<file path="config.mk">
export PLATFORM = sky130hd
export DESIGN_NAME = proc_host
export DESIGN_NICKNAME = d
export VERILOG_FILES = /design/src/rtl/proc_host_pkg.sv /design/src/rtl/proc_host_wdog.sv /design/src/rtl/proc_host.sv
export SDC_FILE = /design/constraint.sdc
export NUM_CORES = 1
export LEC_CHECK = 0
export ABC_AREA = 1
export CAP_MARGIN = 20
export CORE_MARGIN = 4
export CORE_UTILIZATION = 34
export CTS_CLUSTER_SIZE = 12
export DETAILED_ROUTE_END_ITERATION = 16
export GPL_TIMING_DRIVEN = 0
export HOLD_SLACK_MARGIN = 0.02
export PLACE_DENSITY = 0.77
export SYNTH_ARGS = -nofsm -noshare
export SYNTH_HDL_FRONTEND = slang
export SYNTH_SLANG_ARGS = --single-unit
</file>
<file path="constraint.sdc">
create_clock -name clk -period 1.7 [get_ports clk]
set_clock_uncertainty 0.2 [all_clocks]
set_input_delay 0.51 -clock clk [delete_from_list [all_inputs] [get_ports clk]]
set_output_delay 0.51 -clock clk [all_outputs]
set_load 0.01 [all_outputs]
</file>
<file path="src/rtl/proc_host_pkg.sv">
// proc_host_pkg: shared state encoding, fixed timing constants and width helpers
// for the host-side processor sequencer.
package proc_host_pkg;

  typedef enum logic [2:0] {
    S_IDLE,
    S_LOAD,
    S_PRST,
    S_REQ,
    S_RUN,
    S_DRAIN,
    S_DONE
  } state_t;

  // Cycles the processor is held in reset after LOAD, before the request.
  localparam int PRST_LEN = 2;

  localparam int DEF_AW = 8;
  localparam int DEF_DW = 8;

  // Bits needed to hold values 0..n (never less than 1).
  function automatic int cnt_w(input int n);
    return (n < 2) ? 1 : $clog2(n + 1);
  endfunction

endpackage

</file>
<file path="src/rtl/proc_host_wdog.sv">
// proc_host_wdog: RUN-cycle watchdog. Counts enabled cycles after a clear and
// flags the cycle in which the LIMIT-th enabled cycle is reached (LIMIT >= 1).
module proc_host_wdog
  import proc_host_pkg::*;
#(
  parameter int LIMIT = 4096
) (
  input  logic clk,
  input  logic reset,
  input  logic clear,
  input  logic enable,
  output logic expired
);

  localparam int CW = cnt_w(LIMIT);

  logic [CW-1:0] cnt_q;

  // expired is high during the LIMIT-th enabled cycle so the FSM leaves right after it
  assign expired = enable && (cnt_q == CW'(LIMIT - 1));

  // cycle counter, saturates once expired
  always_ff @(posedge clk) begin
    if (!reset)                 cnt_q <= '0;
    else if (clear)             cnt_q <= '0;
    else if (enable && !expired) cnt_q <= cnt_q + CW'(1);
  end

endmodule

</file>
<file path="src/rtl/proc_host.sv">
// proc_host: host-side sequencer. Preloads data memory from a byte stream with
// the processor held in reset, pulses req, waits for done, then streams a result
// region back out. Optional RUN watchdog under macro PROC_HOST_TIMEOUT_EN.
module proc_host
  import proc_host_pkg::*;
#(
  parameter int AW        = DEF_AW,
  parameter int DW        = DEF_DW,
  parameter int LOAD_BASE = 0,
  parameter int LOAD_LEN  = 64,
  parameter int RES_BASE  = 64,
  parameter int RES_LEN   = 16,
  parameter int TIMEOUT   = 4096
) (
  input  logic          clk,
  input  logic          reset,
  input  logic          start,
  input  logic          ld_valid,
  output logic          ld_ready,
  input  logic [DW-1:0] ld_data,
  output logic          res_valid,
  input  logic          res_ready,
  output logic [DW-1:0] res_data,
  output logic          proc_rst,
  output logic          proc_req,
  input  logic          proc_done,
  output logic          mem_sel,
  output logic          mem_wr_en,
  output logic [AW-1:0] mem_addr,
  output logic [DW-1:0] mem_wdata,
  input  logic [DW-1:0] mem_rdata,
  output logic          busy,
  output logic          finished,
  output logic          timeout
);

  // idx doubles as the PRST cycle counter, so it must also cover PRST_LEN.
  localparam int MAXLEN0 = (LOAD_LEN > RES_LEN) ? LOAD_LEN : RES_LEN;
  localparam int MAXLEN  = (MAXLEN0 > PRST_LEN) ? MAXLEN0 : PRST_LEN;
  localparam int IW      = cnt_w(MAXLEN);

  state_t        state_q, state_d;
  logic [IW-1:0] idx_q, idx_d;
  logic          finished_q;
  logic          wd_expired;
  logic          running;

`ifdef PROC_HOST_TIMEOUT_EN
  logic timeout_q;

  proc_host_wdog #(.LIMIT(TIMEOUT)) u_wdog (
    .clk     (clk),
    .reset   (reset),
    .clear   (state_q == S_REQ),
    .enable  (state_q == S_RUN),
    .expired (wd_expired)
  );

  // timeout flag: set on a watchdog exit from RUN, cleared by an accepted start
  always_ff @(posedge clk) begin
    if (!reset)                                    timeout_q <= 1'b0;
    else if (state_q == S_IDLE && start)           timeout_q <= 1'b0;
    else if (state_q == S_RUN && !proc_done && wd_expired) timeout_q <= 1'b1;
  end

  assign timeout = timeout_q;
`else
  logic unused_timeout;
  assign unused_timeout = ^TIMEOUT;
  assign wd_expired     = 1'b0;
  assign timeout        = 1'b0;
`endif

  // next-state and idx update; zero-length LOAD/DRAIN phases are skipped
  always_comb begin
    state_d = state_q;
    idx_d   = idx_q;
    case (state_q)
      S_IDLE: begin
        idx_d = '0;
        if (start) state_d = (LOAD_LEN == 0) ? S_PRST : S_LOAD;
      end
      S_LOAD: begin
        if (ld_valid) begin
          if (idx_q == IW'(LOAD_LEN - 1)) begin
            state_d = S_PRST;
            idx_d   = '0;
          end else begin
            idx_d = idx_q + IW'(1);
          end
        end
      end
      S_PRST: begin
        if (idx_q == IW'(PRST_LEN - 1)) begin
          state_d = S_REQ;
          idx_d   = '0;
        end else begin
          idx_d = idx_q + IW'(1);
        end
      end
      S_REQ: state_d = S_RUN;
      S_RUN: begin
        if (proc_done)       state_d = (RES_LEN == 0) ? S_DONE : S_DRAIN;
        else if (wd_expired) state_d = S_DONE;
      end
      S_DRAIN: begin
        if (res_ready) begin
          if (idx_q == IW'(RES_LEN - 1)) begin
            state_d = S_DONE;
            idx_d   = '0;
          end else begin
            idx_d = idx_q + IW'(1);
          end
        end
      end
      S_DONE:  state_d = S_IDLE;
      default: state_d = S_IDLE;
    endcase
  end

  // state, idx and finished flag registers
  always_ff @(posedge clk) begin
    if (!reset) begin
      state_q    <= S_IDLE;
      idx_q      <= '0;
      finished_q <= 1'b0;
    end else begin
      state_q <= state_d;
      idx_q   <= idx_d;
      if (state_q == S_IDLE && start)                finished_q <= 1'b0;
      else if (state_d == S_DONE && state_q != S_DONE) finished_q <= 1'b1;
    end
  end

  // memory address: load or drain window offset by idx, wrapping mod 2^AW
  always_comb begin
    mem_addr = '0;
    case (state_q)
      S_LOAD:  mem_addr = AW'(LOAD_BASE) + AW'(idx_q);
      S_DRAIN: mem_addr = AW'(RES_BASE) + AW'(idx_q);
      default: mem_addr = '0;
    endcase
  end

  // The processor only sees memory and comes out of reset in REQ/RUN.
  assign running   = (state_q == S_REQ) || (state_q == S_RUN);
  assign proc_rst  = !running;
  assign mem_sel   = !running;
  assign proc_req  = (state_q == S_REQ);
  assign ld_ready  = (state_q == S_LOAD);
  assign mem_wr_en = ld_ready && ld_valid;
  assign mem_wdata = ld_data;
  assign res_valid = (state_q == S_DRAIN);
  assign res_data  = mem_rdata;
  assign busy      = (state_q != S_IDLE);
  assign finished  = finished_q;

endmodule

</file>
==> results.sh <==
export IMPL_cp_required_ns=0.99
export IMPL_io_pins=55
export IMPL_cts_sinks=11
export IMPL_min_period_over_period_pct=115.4
export IMPL_reg2reg_from="state_q[0]"
export IMPL_synth_area_per_cell_sq_um=6.029
export IMPL_fmax_mhz=509.7
export IMPL_cpPeakStageDelay_ns=0.36
export IMPL_htree_levels=1
export IMPL_cts_buffer_depth=2
export IMPL_rr_endpoint="idx_q[1]"
export IMPL_synth_area_sq_um=928.4
export IMPL_setup_viol=16
export IMPL_cts_made_buffers=3
export IMPL_synth_edf_count=0
export IMPL_critical_path_buf_inv_count=4
export IMPL_cp_max_fo=4
export IMPL_cts_hold_buf=0
export IMPL_synth_top_area_cell="dfxtp_1"
export IMPL_synth_commonest_cells="nand2_1, nor2_1, inv_1, buf_4, dfxtp_1"
export IMPL_regArea_sq_um=237.7
export IMPL_cts_tree="done"
export IMPL_first_global_vias=1026
export IMPL_place_hpwl_microns=1992
export IMPL_drt_total_wl_microns=3019
export IMPL_synthTopCellsByArea="dfxtp_1, nand2_1, buf_4"
export IMPL_rsz0062_at_grt="true"
export IMPL_clkSlewWorstSetupHoldPaths_ns=0.06
export IMPL_syn_nets=178
export IMPL_leakage_nw=0.7536
export IMPL_grt_pass1_wl_microns=4436
export IMPL_gp_congestion=0.8661
export IMPL_cp_start_kind="flip-flop"
export IMPL_drc=0
export IMPL_critPathArrivalTime_ns=1.25
export IMPL_fp_dieW_microns=60.26
export IMPL_crit_chain="inv_4 -> nand2_4 -> nor2_4 -> buf_6 -> inv_6 -> nor2_2 -> buf_2"
export IMPL_async_flop_share_pct=0
export IMPL_yosysWarnings=0
export IMPL_crit_family="flip-flops"
export IMPL_cp_end_kind="output port"
export IMPL_violations="negative setup slack"
export IMPL_synth_ff_type="dfxtp_1"
export IMPL_initialDrtViolationCount=51
export IMPL_wl_per_cell_microns=12.68
export IMPL_rrSetupSlack_ns=-0.07
export IMPL_crit_type="reg2out"
export IMPL_finalCriticalPeriod_ns=1.962
export IMPL_synth_distinct_cells=23
export IMPL_fin_ws_ns=-0.2621
export IMPL_peakVddDrop_v=0.0003532
export IMPL_num_rows=18
export IMPL_dieArea_sq_um=3631
export IMPL_critPathSlowestCell="dfxtp_4"
export IMPL_hold_ws_ns=0.2470
export IMPL_num_antenna_cells=0
export IMPL_portBuffers=37
export IMPL_drt_antenna_violating_nets=0
export IMPL_start_util_pct=36.48
export IMPL_drv_slew=0
export IMPL_fill_cells=236
export IMPL_multi_input_area_sq_um=594.3
export IMPL_syn_inst=154
export IMPL_reg2regPathDepth=7
export IMPL_synth_seq_cells=11
export IMPL_synthToLayoutAreaGrowth_pct=72.10
export IMPL_setup_worst_path_end="mem_addr[7]"
export IMPL_synth_most_common_cell="nand2_1"
export IMPL_maxCapViolations=0
export IMPL_critical_path_depth=7
export IMPL_grt_ovfl_total=0
export IMPL_synth_top_area_share_pct=23.72
export IMPL_p_per_area_nw_per_um2=410.5
export IMPL_core_area_sq_um=2545
export IMPL_drtPass1Iterations=4
export IMPL_status="finished, violations left"
export IMPL_synth_seq_area_share_pct=23.72
export IMPL_vias_per_cell=4.853
export IMPL_insertion_delay_ns=0.27
export IMPL_maxSlewHeadroom_pct=62.11
export IMPL_grt_max_degree=8
export IMPL_antenna_found_initial=0
export IMPL_via_count=1155
export IMPL_hold_class="reg2reg"
export IMPL_utilization_pct=62.78
export IMPL_track_usage_pct=15.99
export IMPL_crit_start="state_q[1]"
export IMPL_fp_dieH_microns=60.26
export IMPL_finalNetCount=233
export IMPL_hold_violations=0
export IMPL_drive_above_1_share_pct=42.79
export IMPL_worst_slew_pin_slew_ns=0.5641
export IMPL_clockRootBuffer="clkbuf_4"
[area by class of cell]
type,count,area share (%)
inverters,22,5.951
repair buffers,50,29.52
clock buffers,4,1.644
well taps,30,2.349
flip-flops and latches,11,14.88
plain buffers,18,8.457
multi-input cells,103,37.20
[kinds of logic (layout without fill, tap and decap cells)]
kind of cell               after synthesis  in the layout  share of synthesized area, %
and+or+nand+nor                         81             81                         37.06
buffers and inverters                   40             94                         23.45
AOI/OAI and AO/OA                       19             19                         12.67
DFF                                     11             11                         23.72
adders and majority gates                2              2                         2.695
other                                    1              1                        0.4039
[how the worst min path moves through the flow]
stage                     startpoint  endpoint  slack (ns)  depth (start not counted)
after floorplan             finished  finished        0.27                          2
after global placement      finished  finished        0.24                          2
after detailed placement    finished  finished        0.25                          2
after CTS                   finished  finished        0.25                          2
after global routing        finished  finished        0.29                          2
final                       finished  finished        0.25                          2
[tightest hold or removal path, stage by stage, from the launching register on]
cell and delay (ns):
dfxtp_1 0.31, inv_1 0.04, a21oi_1 0.06
[flip-flops by register name, indices dropped and copies added (netlist names)]
register / flops
idx_q: 7
state_q: 3
finished: 1
[layer usage]
layer  wire, microns  GRT usage [%]  vias to the layer above
li1                -              -                      579
met1            1135          21.03                      513
met2            1519          25.93                       59
met3             336          2.808                        4
met4              27          5.696                        0
met5               0              0                        -
[where the power goes]
group / total (mW) / switching (mW) / internal, mW
sequential: 0.268 / 0.00887 / 0.259
combinational: 0.209 / 0.103 / 0.107
clock: 0.179 / 0.0881 / 0.0908
total: 0.656 / 0.200 / 0.456
[placed cells by master, fill, tap and decap left out, drive strengths merged, types with 3 or more instances in the layout]
master,instances
nand2,44
buf,43
nor2,23
inv,22
dlygate4sd2,19
dfxtp,11
a21oi,9
nand3,8
o21ai,6
nor3,4
clkbuf,4
clkdlybuf4s50,3
clkdlybuf4s15,3
[through the flow]
stage | worst slack [ns] | setup TNS, ns | std cells | area, sq um | power [mW]
5_1_grt | -0.3376 | -3.727 | 238 | 1598 | 0.6897
2_1_floorplan | 0.02993 | 0 | 154 | 930.9 | 0.3719
3_5_place_dp | -0.7533 | -9.832 | 221 | 1339 | 0.4540
3_3_place_gp | -0.7536 | -9.682 | 221 | 1339 | 0.4520
4_1_cts | -0.2521 | -2.362 | 235 | 1468 | 0.6475
6_report | -0.2621 | -2.583 | 238 | 1598 | 0.6558
[what timing repair did]
action,4_1_cts,5_1_grt
setup buffers,10,3
resized for setup,112,25
pin swaps,11,2
setup endpoints to repair,41,23
(Power assumes the default switching activity.)
